**config.mk**
```make
export PLATFORM = sky130hd
export DESIGN_NAME = tile_xfer_scheduler
export DESIGN_NICKNAME = d
export VERILOG_FILES = /design/src/rtl/tile_xfer_pkg.sv /design/src/rtl/tile_xfer_scheduler_gap_timer.sv /design/src/rtl/tile_xfer_scheduler.sv
export SDC_FILE = /design/constraint.sdc
export NUM_CORES = 1
export LEC_CHECK = 0
export ABC_AREA = 0
export CAP_MARGIN = 0
export CORE_AREA = 2 2 226 228
export DETAILED_ROUTE_END_ITERATION = 16
export DIE_AREA = 0 0 228 230
export MAX_ROUTING_LAYER = met4
export RECOVER_POWER = 25
export SLEW_MARGIN = 5
export SYNTH_ARGS = -nofsm -noshare
export SYNTH_HDL_FRONTEND = slang
export SYNTH_SLANG_ARGS = --single-unit
```
**constraint.sdc**
```tcl
create_clock -name clk -period 11.6 [get_ports clk]
set_input_delay 2.32 -clock clk [delete_from_list [all_inputs] [get_ports clk]]
set_output_delay 2.32 -clock clk [all_outputs]
set_load 0.01 [all_outputs]
```
**src/rtl/tile_xfer_pkg.sv**
```systemverilog
// Shared state codes, gap-counter width and word-size helpers for the tile transfer scheduler.
package tile_xfer_pkg;

  localparam int GAP_W          = 8;
  localparam int DATA_W         = 32;
  localparam int BYTES_PER_WORD = DATA_W / 8;

  typedef logic [2:0] state_t;

  localparam state_t ST_IDLE  = 3'd0;
  localparam state_t ST_CFG   = 3'd1;
  localparam state_t ST_GAP_L = 3'd2;
  localparam state_t ST_GAP_S = 3'd3;
  localparam state_t ST_XFER  = 3'd4;
  localparam state_t ST_NEXT  = 3'd5;
  localparam state_t ST_FIN   = 3'd6;

  function automatic int bytes_per_word(input int dw);
    return dw / 8;
  endfunction

endpackage

```
**src/rtl/tile_xfer_scheduler_gap_timer.sv**
```systemverilog
// Loadable down-counter; expire is high in the last counted cycle so the caller's
// registered pulse lands exactly load_val cycles after the load.
module gap_timer
  import tile_xfer_pkg::*;
(
  input  logic             clk,
  input  logic             rst,
  input  logic             load,
  input  logic [GAP_W-1:0] load_val,
  output logic             expire
);

  logic [GAP_W-1:0] cnt;

  always_ff @(posedge clk or posedge rst) begin
    if (rst) begin
      cnt <= '0;
    end else if (load) begin
      cnt <= load_val;
    end else if (cnt != '0) begin
      cnt <= cnt - 1'b1;
    end
  end

  assign expire = (cnt == GAP_W'(1));

endmodule

```
**src/rtl/tile_xfer_scheduler.sv**
```systemverilog
// Splits one transfer into tiles and sequences config, load start and store start per tile,
// waiting for both completion pulses before advancing addresses and the remaining count.
module tile_xfer_scheduler
  import tile_xfer_pkg::*;
#(
  parameter int AW        = 12,
  parameter int DW        = 32,
  parameter int LOAD_GAP  = 10,
  parameter int STORE_GAP = 10
) (
  input  logic          clk,
  input  logic          rst,
  input  logic          start,
  input  logic [DW-1:0] src_base,
  input  logic [DW-1:0] dst_base,
  input  logic [DW-1:0] total_len,
  input  logic [AW-1:0] tile_len,
  output logic [DW-1:0] param_raddr,
  output logic [DW-1:0] param_waddr,
  output logic [AW-1:0] param_iolen,
  output logic          config_done,
  output logic          load_data_start,
  input  logic          load_data_done,
  output logic          store_data_start,
  input  logic          store_data_done,
  output logic          busy,
  output logic [15:0]   tile_idx,
  output logic          task_done,
  output logic          err
);

  localparam logic [DW-1:0]    WORD_BYTES   = DW'(bytes_per_word(DW));
  localparam logic [GAP_W-1:0] LOAD_CYCLES  = GAP_W'(LOAD_GAP);
  localparam logic [GAP_W-1:0] STORE_CYCLES = GAP_W'(STORE_GAP);

  state_t           state;
  logic [DW-1:0]    raddr;
  logic [DW-1:0]    waddr;
  logic [DW-1:0]    remaining;
  logic [AW-1:0]    tile_len_q;
  logic [DW-1:0]    tile_words;
  logic [DW-1:0]    step;
  logic [DW-1:0]    remaining_nxt;
  logic             ld_seen;
  logic             st_seen;
  logic             both_done;
  logic             accept;
  logic             enter_cfg;
  logic             gap_load;
  logic [GAP_W-1:0] gap_val;
  logic             gap_expire;

  // Tile size is the smaller of the tile limit and what is left, compared at full width.
  function automatic logic [AW-1:0] clamp_len(input logic [DW-1:0] limit,
                                              input logic [DW-1:0] avail);
    return (limit < avail) ? limit[AW-1:0] : avail[AW-1:0];
  endfunction

  assign accept        = (state == ST_IDLE) && start && (tile_len != '0) && (total_len != '0);
  assign tile_words    = DW'(param_iolen);
  assign step          = tile_words * WORD_BYTES;
  assign remaining_nxt = remaining - tile_words;
  assign enter_cfg     = accept || ((state == ST_NEXT) && (remaining_nxt != '0));
  // Live pulses count too, so a done in the XFER cycle itself advances without a wait state.
  assign both_done     = (ld_seen || load_data_done) && (st_seen || store_data_done);
  assign gap_load      = (state == ST_CFG) || ((state == ST_GAP_L) && gap_expire);
  assign gap_val       = (state == ST_CFG) ? LOAD_CYCLES : STORE_CYCLES;
  assign busy          = (state != ST_IDLE);
  assign task_done     = (state == ST_FIN);

  gap_timer u_gap_timer (
    .clk      (clk),
    .rst      (rst),
    .load     (gap_load),
    .load_val (gap_val),
    .expire   (gap_expire)
  );

  always_ff @(posedge clk or posedge rst) begin
    if (rst) begin
      state            <= ST_IDLE;
      config_done      <= 1'b0;
      load_data_start  <= 1'b0;
      store_data_start <= 1'b0;
      err              <= 1'b0;
    end else begin
      config_done      <= 1'b0;
      load_data_start  <= 1'b0;
      store_data_start <= 1'b0;
      err              <= 1'b0;
      case (state)
        ST_IDLE: begin
          if (start) begin
            if (tile_len == '0) begin
              err <= 1'b1;
            end else if (total_len == '0) begin
              state <= ST_FIN;
            end else begin
              state <= ST_CFG;
            end
          end
        end
        ST_CFG: begin
          config_done <= 1'b1;
          state       <= ST_GAP_L;
        end
        ST_GAP_L: begin
          if (gap_expire) begin
            load_data_start <= 1'b1;
            state           <= ST_GAP_S;
          end
        end
        ST_GAP_S: begin
          if (gap_expire) begin
            store_data_start <= 1'b1;
            state            <= ST_XFER;
          end
        end
        ST_XFER: begin
          if (both_done) begin
            state <= ST_NEXT;
          end
        end
        ST_NEXT: begin
          state <= (remaining_nxt == '0) ? ST_FIN : ST_CFG;
        end
        ST_FIN: begin
          state <= ST_IDLE;
        end
        default: begin
          state <= ST_IDLE;
        end
      endcase
    end
  end

  always_ff @(posedge clk or posedge rst) begin
    if (rst) begin
      raddr       <= '0;
      waddr       <= '0;
      remaining   <= '0;
      tile_len_q  <= '0;
      tile_idx    <= '0;
      param_raddr <= '0;
      param_waddr <= '0;
      param_iolen <= '0;
    end else if (accept) begin
      raddr      <= src_base;
      waddr      <= dst_base;
      remaining  <= total_len;
      tile_len_q <= tile_len;
      tile_idx   <= '0;
    end else if (state == ST_CFG) begin
      param_iolen <= clamp_len(DW'(tile_len_q), remaining);
      param_raddr <= raddr;
      param_waddr <= waddr;
    end else if (state == ST_NEXT) begin
      raddr     <= raddr + step;
      waddr     <= waddr + step;
      remaining <= remaining_nxt;
      tile_idx  <= tile_idx + 16'd1;
    end
  end

  // Completion flags are sticky per tile and only cleared when the next tile is configured.
  always_ff @(posedge clk or posedge rst) begin
    if (rst) begin
      ld_seen <= 1'b0;
      st_seen <= 1'b0;
    end else if (enter_cfg) begin
      ld_seen <= 1'b0;
      st_seen <= 1'b0;
    end else if (state != ST_IDLE) begin
      if (load_data_done) begin
        ld_seen <= 1'b1;
      end
      if (store_data_done) begin
        st_seen <= 1'b1;
      end
    end
  end

endmodule

```
Word level (Yosys, flattened, before mapping)

Cells that the tools add are included.

Bitwise gates (word level): 1
Add/subtract/negate cells: 5
Magnitude comparators: 1
Equal/unequal tests: 13
Reductions and logical operators: 29
Muxes and demuxes: 36

Operator list:

| kind                    | number |
|---|---|
| $mux W32                | 9 |
| $add A32 B14 Y32        | 2 |
| $logic_not A32 Y1       | 2 |
| $reduce_bool A32 Y1     | 2 |
| $mux W16                | 3 |
| $lt A12 B32 Y1          | 1 |
| $sub A32 B12 Y32        | 1 |
| $mux W3                 | 7 |
| $pmux W3 S6             | 1 |
| $add A16 B1 Y16 const B | 1 |
| $mux W8                 | 2 |
| $mux W1                 | 13 |
| $logic_not A12 Y1       | 1 |
| $mux W12                | 1 |
| $ne A2 B2 Y1 const B    | 6 |
| $reduce_bool A12 Y1     | 1 |
| $reduce_bool A2 Y1      | 5 |
| $eq A3 B3 Y1 const B    | 3 |
| $eq A8 B1 Y1 const B    | 1 |
| $reduce_and A2 Y1       | 4 |
| $reduce_bool A8 Y1      | 1 |
| $sub A8 B1 Y8 const B   | 1 |
| $eq A3 B2 Y1 const B    | 2 |
| $logic_and A1 B1 Y1     | 6 |
| other kinds (6)         | 9 |

Flip-flop bits (word level): 217
Logic and storage cells: 101
Input port bits: 113
Output and inout port bits: 98

Logic depth before layout (Yosys ltp)

Gate-level depths: netlist of the first run.

Depth in word-level cells: 7
Gate-level depth with buffers: 13
Gate-level depth less buffers: 12

Hierarchy

A second synthesis of the first run with hierarchy kept.

Cells, all modules: 1489
Area total of the unflattened synthesis: 12728.5 µm²

Modules (own cells, without submodules):

| module              | area each (µm²) | seq. area each (µm²) | cells each | instances |
|---|---|---|---|---|
| tile_xfer_scheduler | 12225.5         | 5230.0               | 1434       | 1 |
| gap_timer           | 503.0           | 200.2                | 55         | 1 |

Worst setup path before layout of the first run

OpenSTA, ideal clock, no wires.

Path type: input to register
Start point: input port total_len[25]
End point: register waddr[14]
Data required time: 11513 ps
Setup time: 87 ps
Stages on the path: 9
Path buffers: 3
Arrival: 3961 ps
Setup slack: 7552 ps
Cells stage by stage: nor4_1 > nand4_1 > nor2_1 > or3_1 > clkbuf_1 > clkbuf_1 > buf_1 > nand3_1 > o211ai_1

Cells in the longest elaborated chain, start to end: 4
Elaborated cells on any way between the ends: 6
Those cells by class: 1 x eq/ne; 1 x mux; 4 x reduce/logical

Ends and longest elaborated chain:

| what                                                                       | line                       | source |
|---|---|---|
| start: declaration                                                         | tile_xfer_scheduler.sv:16  | `input logic [DW-1:0] total_len,` |
| $reduce_bool A32 Y1 *                                                      | tile_xfer_scheduler.sv:59  | `assign accept = (state == ST_IDLE) && start && (tile_len != '0) && (total_len != '0);` |
| $logic_and A1 B1 Y1 *                                                      | tile_xfer_scheduler.sv:59  |  |
| $ne A2 B2 Y1 (no source line) / $reduce_bool A2 Y1 (equally long branches) | --                         |  |
| $reduce_and A2 Y1 (no source line)                                         | --                         |  |
| end signal: assignment                                                     | tile_xfer_scheduler.sv:149 | `waddr <= dst_base;` |
| end signal: assignment                                                     | tile_xfer_scheduler.sv:159 | `waddr <= waddr + step;` |
| end: declaration                                                           | tile_xfer_scheduler.sv:38  | `logic [DW-1:0] waddr;` |

Mark *: on every way between the ends. The rest lies on a longest branch, timed or not.
A chain may end at the register's enable or synchronous reset.

Worst setup path after layout of the first run

Start point: register state[0]
End point: register param_iolen[2]

Cells in the longest elaborated chain, start to end: 6
Elaborated cells on any way between the ends: 7
Those cells by class: 1 x eq/ne; 1 x bitwise; 5 x reduce/logical

Ends and longest elaborated chain:

| what                                 | line                       | source |
|---|---|---|
| start: declaration                   | tile_xfer_scheduler.sv:36  | `state_t state;` |
| start signal: assignment             | tile_xfer_scheduler.sv:125 | `state <= (remaining_nxt == '0) ? ST_FIN : ST_CFG;` |
| $logic_not A3 Y1                     | tile_xfer_scheduler.sv:59  |  |
| $logic_and A1 B1 Y1 (3 in a row)     | tile_xfer_scheduler.sv:59  |  |
| $not A1 Y1 (no source line)          | --                         |  |
| $reduce_and A2 Y1 (no source line) * | --                         |  |
| end signal: assignment               | tile_xfer_scheduler.sv:154 | `param_iolen <= clamp_len(DW'(tile_len_q), remaining);` |
| end: declaration                     | tile_xfer_scheduler.sv:20  | `output logic [AW-1:0] param_iolen,` |

Marked as above.

==> results.cfg, run 1 <==
[critical_path]
r2r_end = param_iolen[2]$_DFFE_PP0P_
crit_type = reg -> reg
setup.worst_path.start_class = flop
path_cells = nand2_1, inv_1, clkbuf_1, nand2_1, nor3_1, nor3_1
crit_path_end = param_iolen[2]$_DFFE_PP0P_
r2r_start = state[0]$_DFFE_PP0P_
crit_fanout = 58
cp-startpoint = state[0]$_DFFE_PP0P_
worst_ep_arrival_time_ns = 6.31
endpoint_kind = flop
r2r_slack_ns = 5.72
cp_slowest_cell = clkbuf_1
cp_slowest_stage_delay_ns = 2.06
r2r_cells = 6
worstPathRequired_ns = 12.03

[synth]
synth_area_um2 = 12400
yosys_warnings = 0
async_flop_share = 1.00
synth_cell_types = 67
ys_ff_latch = 217
synthFlopType = dfrtp_1
post_synth.cell_area_avg_um2 = 8.52
ys_seq_area_frac = 0.439
synthCells = 1452
synth_edf_count = 0
synthesis.nets = 1618

[pwr]
ir_drop_mv = 0.0967
intPower_mw = 2.54
seqPwrFrac = 0.335
p_switching_mw = 1.89
switching_share = 0.426
power_frac_comb = 0.459
power.density_nw_per_um2 = 275
power.share.clock = 0.206
cellLeakagePower_nw = 6.83

[cts]
clock_sinks = 217
clk_pin_slew_ns = 0.06
ctsHoldBuffers = 0
cts_tree = built
postCtsSetupRepairBufs = 0
clock_path_buffers = 3
insertion_delay_ns = 0.56
cts_root_buf = clkbuf_16
cts_resized = 0
htreeDepth = 1
cts_made_buffers = 28

[timing]
finalMaxSlewViolations = 255
tns_ns = 0
rsz0062_at_grt = no
fmax_mhz = 170
tightest_slew_ns = 4.31
finalHoldViolCount = 0
clock_skew_ns = 0.0129
slew_headroom = -1.89
setup_violations = 0
period_minus_slack_ns = 5.88
fin_crit_sh = 0.507

[global_route]
grt_pass1_vias = 11400
grt_max_degree = 97
grt_pass1_wl_um = 69600
grt.overflow.total = 0
grtUsageTotal = 0.174
antenna_found_initial = 3

[routing]
wl_per_cell_um = 19.3
vias_per_cell = 5.00
dr_total_vias = 11700
final_antenna_net_count = 0
drtIter0Drc = 857
drtPass1Iterations = 8
drc = 0
wirelength_um = 45000

[run_status]
violations = capacitance limit, slew limit
status = finished with violations

[final_layout]
final_util = 0.323
syn_to_final_growth_pct = 30.3
num-fill-cells = 5245
nets = 1800
drive_gt1_frac = 0.0483

[min_path]
hp-class = reg -> reg
holdPathStages = 2

[job]
drv_cap = 4

[placed_design]
place_hpwl_um = 32400
port_buffers = 210
place_congestion = 0.923

[floorplanning]
die_w_um = 228
io_pins = 211
coreArea_um2 = 49900
rows = 82
die_h_um = 230
die-area_um2 = 52400
start_util = 0.248
[worst min-delay path by stage]
stage	start	endpoint
after global routing	param_waddr[25]$_DFFE_PP0P_	param_waddr[25]$_DFFE_PP0P_
after global placement	param_waddr[26]$_DFFE_PP0P_	param_waddr[26]$_DFFE_PP0P_
final	param_waddr[25]$_DFFE_PP0P_	param_waddr[25]$_DFFE_PP0P_
after detailed placement	param_waddr[25]$_DFFE_PP0P_	param_waddr[25]$_DFFE_PP0P_
after floorplan	raddr[0]$_DFFE_PP0P_	param_raddr[0]$_DFFE_PP0P_
after CTS	param_raddr[25]$_DFFE_PP0P_	param_raddr[25]$_DFFE_PP0P_
[state kept, by name, summed over array words and instances (netlist names), 3 cells and up]
register         flops
u_gap_timer.cnt      8
state                3
raddr               32
param_waddr         32
remaining           32
waddr               32
tile_len_q          12
tile_idx            16
param_iolen         12
param_raddr         32
[through the flow]
stage          worst slack [ns]  cells  total power [mW]  hold WS [ns]  cell area, um2
2_1_floorplan              3.34   1452              2.70         0.439           12400
3_3_place_gp               5.93   2276              3.47         0.460           15200
3_5_place_dp               5.77   2276              3.52         0.463           15200
4_1_cts                    6.35   2327              4.46         0.476           16100
5_1_grt                    4.94   2330              4.78         0.487           16100
6_report                   5.72   2330              4.43         0.471           16100
[Yosys cell counts, types with 4 or more instances]
| cell type | instances | area, um2 |
|---|---|---|
| or3_1 | 4 | 25.0 |
| and2_1 | 9 | 56.3 |
| a21oi_1 | 60 | 300 |
| buf_1 | 5 | 18.8 |
| dfrtp_1 | 217 | 5430 |
| nand3_1 | 36 | 180 |
| a22oi_1 | 17 | 128 |
| clkbuf_1 | 64 | 240 |
| or2_2 | 7 | 43.8 |
| a21o_1 | 15 | 113 |
| o211ai_1 | 15 | 113 |
| a221o_1 | 18 | 180 |
| o21bai_1 | 4 | 30.0 |
| xor2_1 | 27 | 236 |
| o21ai_0 | 86 | 430 |
| o221ai_1 | 15 | 131 |
| nand2b_1 | 9 | 56.3 |
| a311oi_1 | 14 | 123 |
| inv_1 | 54 | 203 |
| xnor2_1 | 40 | 350 |
| and3_1 | 25 | 156 |
| and4_1 | 4 | 35.0 |
| nand4_1 | 13 | 81.3 |
| o21a_1 | 7 | 52.6 |
| nor2b_1 | 9 | 56.3 |
| nor4_1 | 23 | 144 |
| nor4b_1 | 4 | 35.0 |
| a31oi_1 | 10 | 62.6 |
| nand2_1 | 354 | 1330 |
| nor2_1 | 95 | 357 |
| nor3_1 | 64 | 320 |
| ha_1 | 50 | 626 |
| o311ai_0 | 15 | 131 |
[final cells by class]
type | count | area, um2 | share of cell area
Tap cell | 672 | 841 | 0.0522
Timing Repair Buffer | 223 | 2190 | 0.136
Clock buffer | 41 | 821 | 0.0509
Inverter | 55 | 208 | 0.0129
Multi-Input combinational cell | 1109 | 6480 | 0.402
Sequential cell | 217 | 5430 | 0.337
Clock inverter | 10 | 135 | 0.00839
Antenna cell | 3 | 7.51 | 0.000466
[cell usage in the layout (no fill, tap or decap), types with 10 or more instances in the layout]
cell type        instances
clkbuf_16               29
clkdlybuf4s50_1        209
buf_4                   11
o311ai_0                15
a21o_1                  15
a221o_1                 18
nor2_1                  94
a31oi_1                 10
xnor2_1                 40
nor4_1                  23
dfrtp_1                217
xor2_1                  27
and3_1                  25
a22oi_1                 17
a311oi_1                14
nand3_1                 36
o221ai_1                15
inv_1                   54
nand4_1                 13
ha_1                    50
o211ai_1                15
nor3_1                  63
nand2_1                353
a21oi_1                 60
o21ai_0                 86
[routing by layer]
metal | share of wire | track usage
met1 | 0.47 | 0.232
met4 | 0.018 | 0.0353
met5 | 0 | -
met3 | 0.055 | 0.0309
met2 | 0.46 | 0.277
[worst max-delay path, delay by kind of cell, from the launching register on]
kind,cells,cell delay (ns)
buffers and inverters,2,2.47
flip-flops,1,0.58
AND/OR/NAND/NOR,4,2.61
[logic make-up (layout without fill, tap and decap cells)]
kind of cell	count (synthesis)	after routing	share of synthesized area
DFF	217	217	0.439
other	0	3	0
buffers and inverters	126	329	0.0384
and+or+nand+nor	677	677	0.250
muxes	1	1	0.000910
xor gates and xnor gates	67	67	0.0474
AOI/OAI and AO/OA	311	311	0.169
adders and majority gates	53	53	0.0554
[power by group through the flow]
stage | Sequential [mW] | Clock (mW) | Combinational (mW)
6_report | 1.48 | 0.912 | 2.03
5_1_grt | 1.53 | 0.967 | 2.28
4_1_cts | 1.48 | 0.935 | 2.04
3_5_place_dp | 1.49 | 0 | 2.03
3_3_place_gp | 1.48 | 0 | 1.99
2_1_floorplan | 1.39 | 0 | 1.31
No activity file was read; power rests on OpenSTA's default activity.
==> inputs of run 2 (changes only) <==
Clock period 11.6 ns to 5.5 ns, I/O delays scaled along.
==> results.cfg, run 2 (synthesized netlist as in run 1, its figures left out) <==
[run_status]
status = finished with violations
violations = capacitance limit, slew limit

[floorplanning]
io_pins = 211
die-area_um2 = 52400
die_w_um = 228
die_h_um = 230
rows = 82
start_util = 0.248
coreArea_um2 = 49900

[critical_path]
setup.worst_path.start_class = flop
crit_type = reg -> reg
path_cells = ha_1, fa_1, nor2b_1, o2111ai_1, and3_1, o21ai_1, xnor2_1, or4b_1, nor4_2, a21oi_1, nor4_2
worstPathRequired_ns = 5.98
cp-startpoint = param_iolen[0]$_DFFE_PP0P_
worst_ep_arrival_time_ns = 4.49
crit_family = simple AND/OR/NAND/NOR gates
cpMostUsedCell = nor4_2
r2r_start = param_iolen[0]$_DFFE_PP0P_
cp_slowest_stage_delay_ns = 0.56
cp_slowest_cell = o21ai_1
r2r_slack_ns = 1.49
path_buf_inv = 0
crit_fanout = 9
endpoint_kind = flop

[routing]
final_antenna_net_count = 0
drtIter0Drc = 893
drc = 0
drtPass1Iterations = 5
wl_per_cell_um = 19.1
dr_total_vias = 11800
wirelength_um = 44600
vias_per_cell = 5.05

[timing]
slew_headroom = -0.908
finalMaxSlewViolations = 219
tightest_slew_ns = 2.86
setup_violations = 0
rsz0062_at_grt = no
clock_skew_ns = 0.0238
tns_ns = 0
fmax_mhz = 249
period_minus_slack_ns = 4.01
finalHoldViolCount = 0
fin_crit_sh = 0.729

[pwr]
p_switching_mw = 3.98
power_frac_comb = 0.460
switching_share = 0.426
ir_drop_mv = 0.248
power.density_nw_per_um2 = 578
seqPwrFrac = 0.333
intPower_mw = 5.36
power.share.clock = 0.207
cellLeakagePower_nw = 6.85

[global_route]
grt_pass1_wl_um = 69300
grtUsageTotal = 0.172
grt_pass1_vias = 11600
use_met2 = 0.269
met1_usage = 0.221
grt_busiest_layer = met2
use_met3 = 0.0361
grt.overflow.total = 0
antenna_found_initial = 3
grt_max_degree = 170

[placed_design]
dp.cells = 2279
place_congestion = 0.876
port_buffers = 210
place_hpwl_um = 32100

[final_layout]
fin_cells = 2332
layout_common_cells = nand2_1 (353), dfrtp_1 (217), clkdlybuf4s50_1 (208), nor2_1 (94), o21ai_0 (86)
drive_gt1_frac = 0.0513
layout_commonest_cell = nand2_1
syn_to_final_growth_pct = 30.5
nets = 1802
register_area_um2 = 5430
final_util = 0.324
num-fill-cells = 5247
multi_input_area_um2 = 6480

[cts]
cts_tree = built
clk_pin_slew_ns = 0.06
ctsHoldBuffers = 0
clock_path_buffers = 3
cts_made_buffers = 27
cts_root_buf = clkbuf_16
htreeDepth = 1
cts_resized = 0
clock_sinks = 217
insertion_delay_ns = 0.57
postCtsSetupRepairBufs = 0

[min_path]
holdCritStartpoint = param_raddr[1]$_DFFE_PP0P_
hp-class = reg -> reg

[job]
drv_cap = 2
==> run 2: cell types whose count changed in the layout (fill, tap and decap cells not counted), moves of 2 or more <==
cell and delta:
buf_4 +2, bufinv_16 +2, clkbuf_1 -2, clkbuf_16 -2, clkbuf_8 -3, clkinv_2 +3
==> run 2: layout make-up <==
class                   instances  share of cell area
well taps                     672              0.0521
repair buffers                226               0.138
clock inverters                15              0.0136
multi-input cells            1109               0.401
inverters                      55              0.0129
clock buffers                  35              0.0450
flip-flops and latches        217               0.336
diodes                          3            0.000465
==> run 2: worst min-delay path, delay by kind of cell, from the launching register on <==
family | cells | cell delay, ns
flip-flops | 1 | 0.34
AND/OR/NAND/NOR | 2 | 0.10
==> run 2: power by group through the flow <==
stage | clock (mW) | combinational [mW] | sequential [mW]
floorplan | 0 | 2.76 | 2.92
global placement | 0 | 4.19 | 3.11
detailed placement | 0 | 4.28 | 3.12
CTS | 1.99 | 4.30 | 3.10
global route | 2.05 | 4.80 | 3.22
finish | 1.93 | 4.29 | 3.11
==> run 2: layer usage <==
layer	up-vias	routed length [um]
met2	389	20200
met5	-	0
met1	5790	19800
li1	5509	-
met3	78	3090
met4	0	1530
==> run 2: worst paths after layout <==
check	endpoint	cells past startpoint
min in group asynchronous	param_waddr[17]$_DFFE_PP0P_	3
worst min register to register	param_raddr[1]$_DFFE_PP0P_	2
worst max-delay path	ld_seen$_DFFE_PP0P_	11
worst min-delay path	param_raddr[1]$_DFFE_PP0P_	2
worst max register to register	ld_seen$_DFFE_PP0P_	11
max in group asynchronous	remaining[13]$_DFFE_PP0P_	3
==> run 2: through the flow <==
stage	total power, mW	worst slack, ns	instance area [um2]	hold WS [ns]
floorplan	5.68	1.57	12400	0.439
global placement	7.29	1.26	15200	0.456
detailed placement	7.40	1.22	15200	0.457
CTS	9.39	1.51	16200	0.473
global route	10.1	1.11	16100	0.501
finish	9.33	1.49	16100	0.471
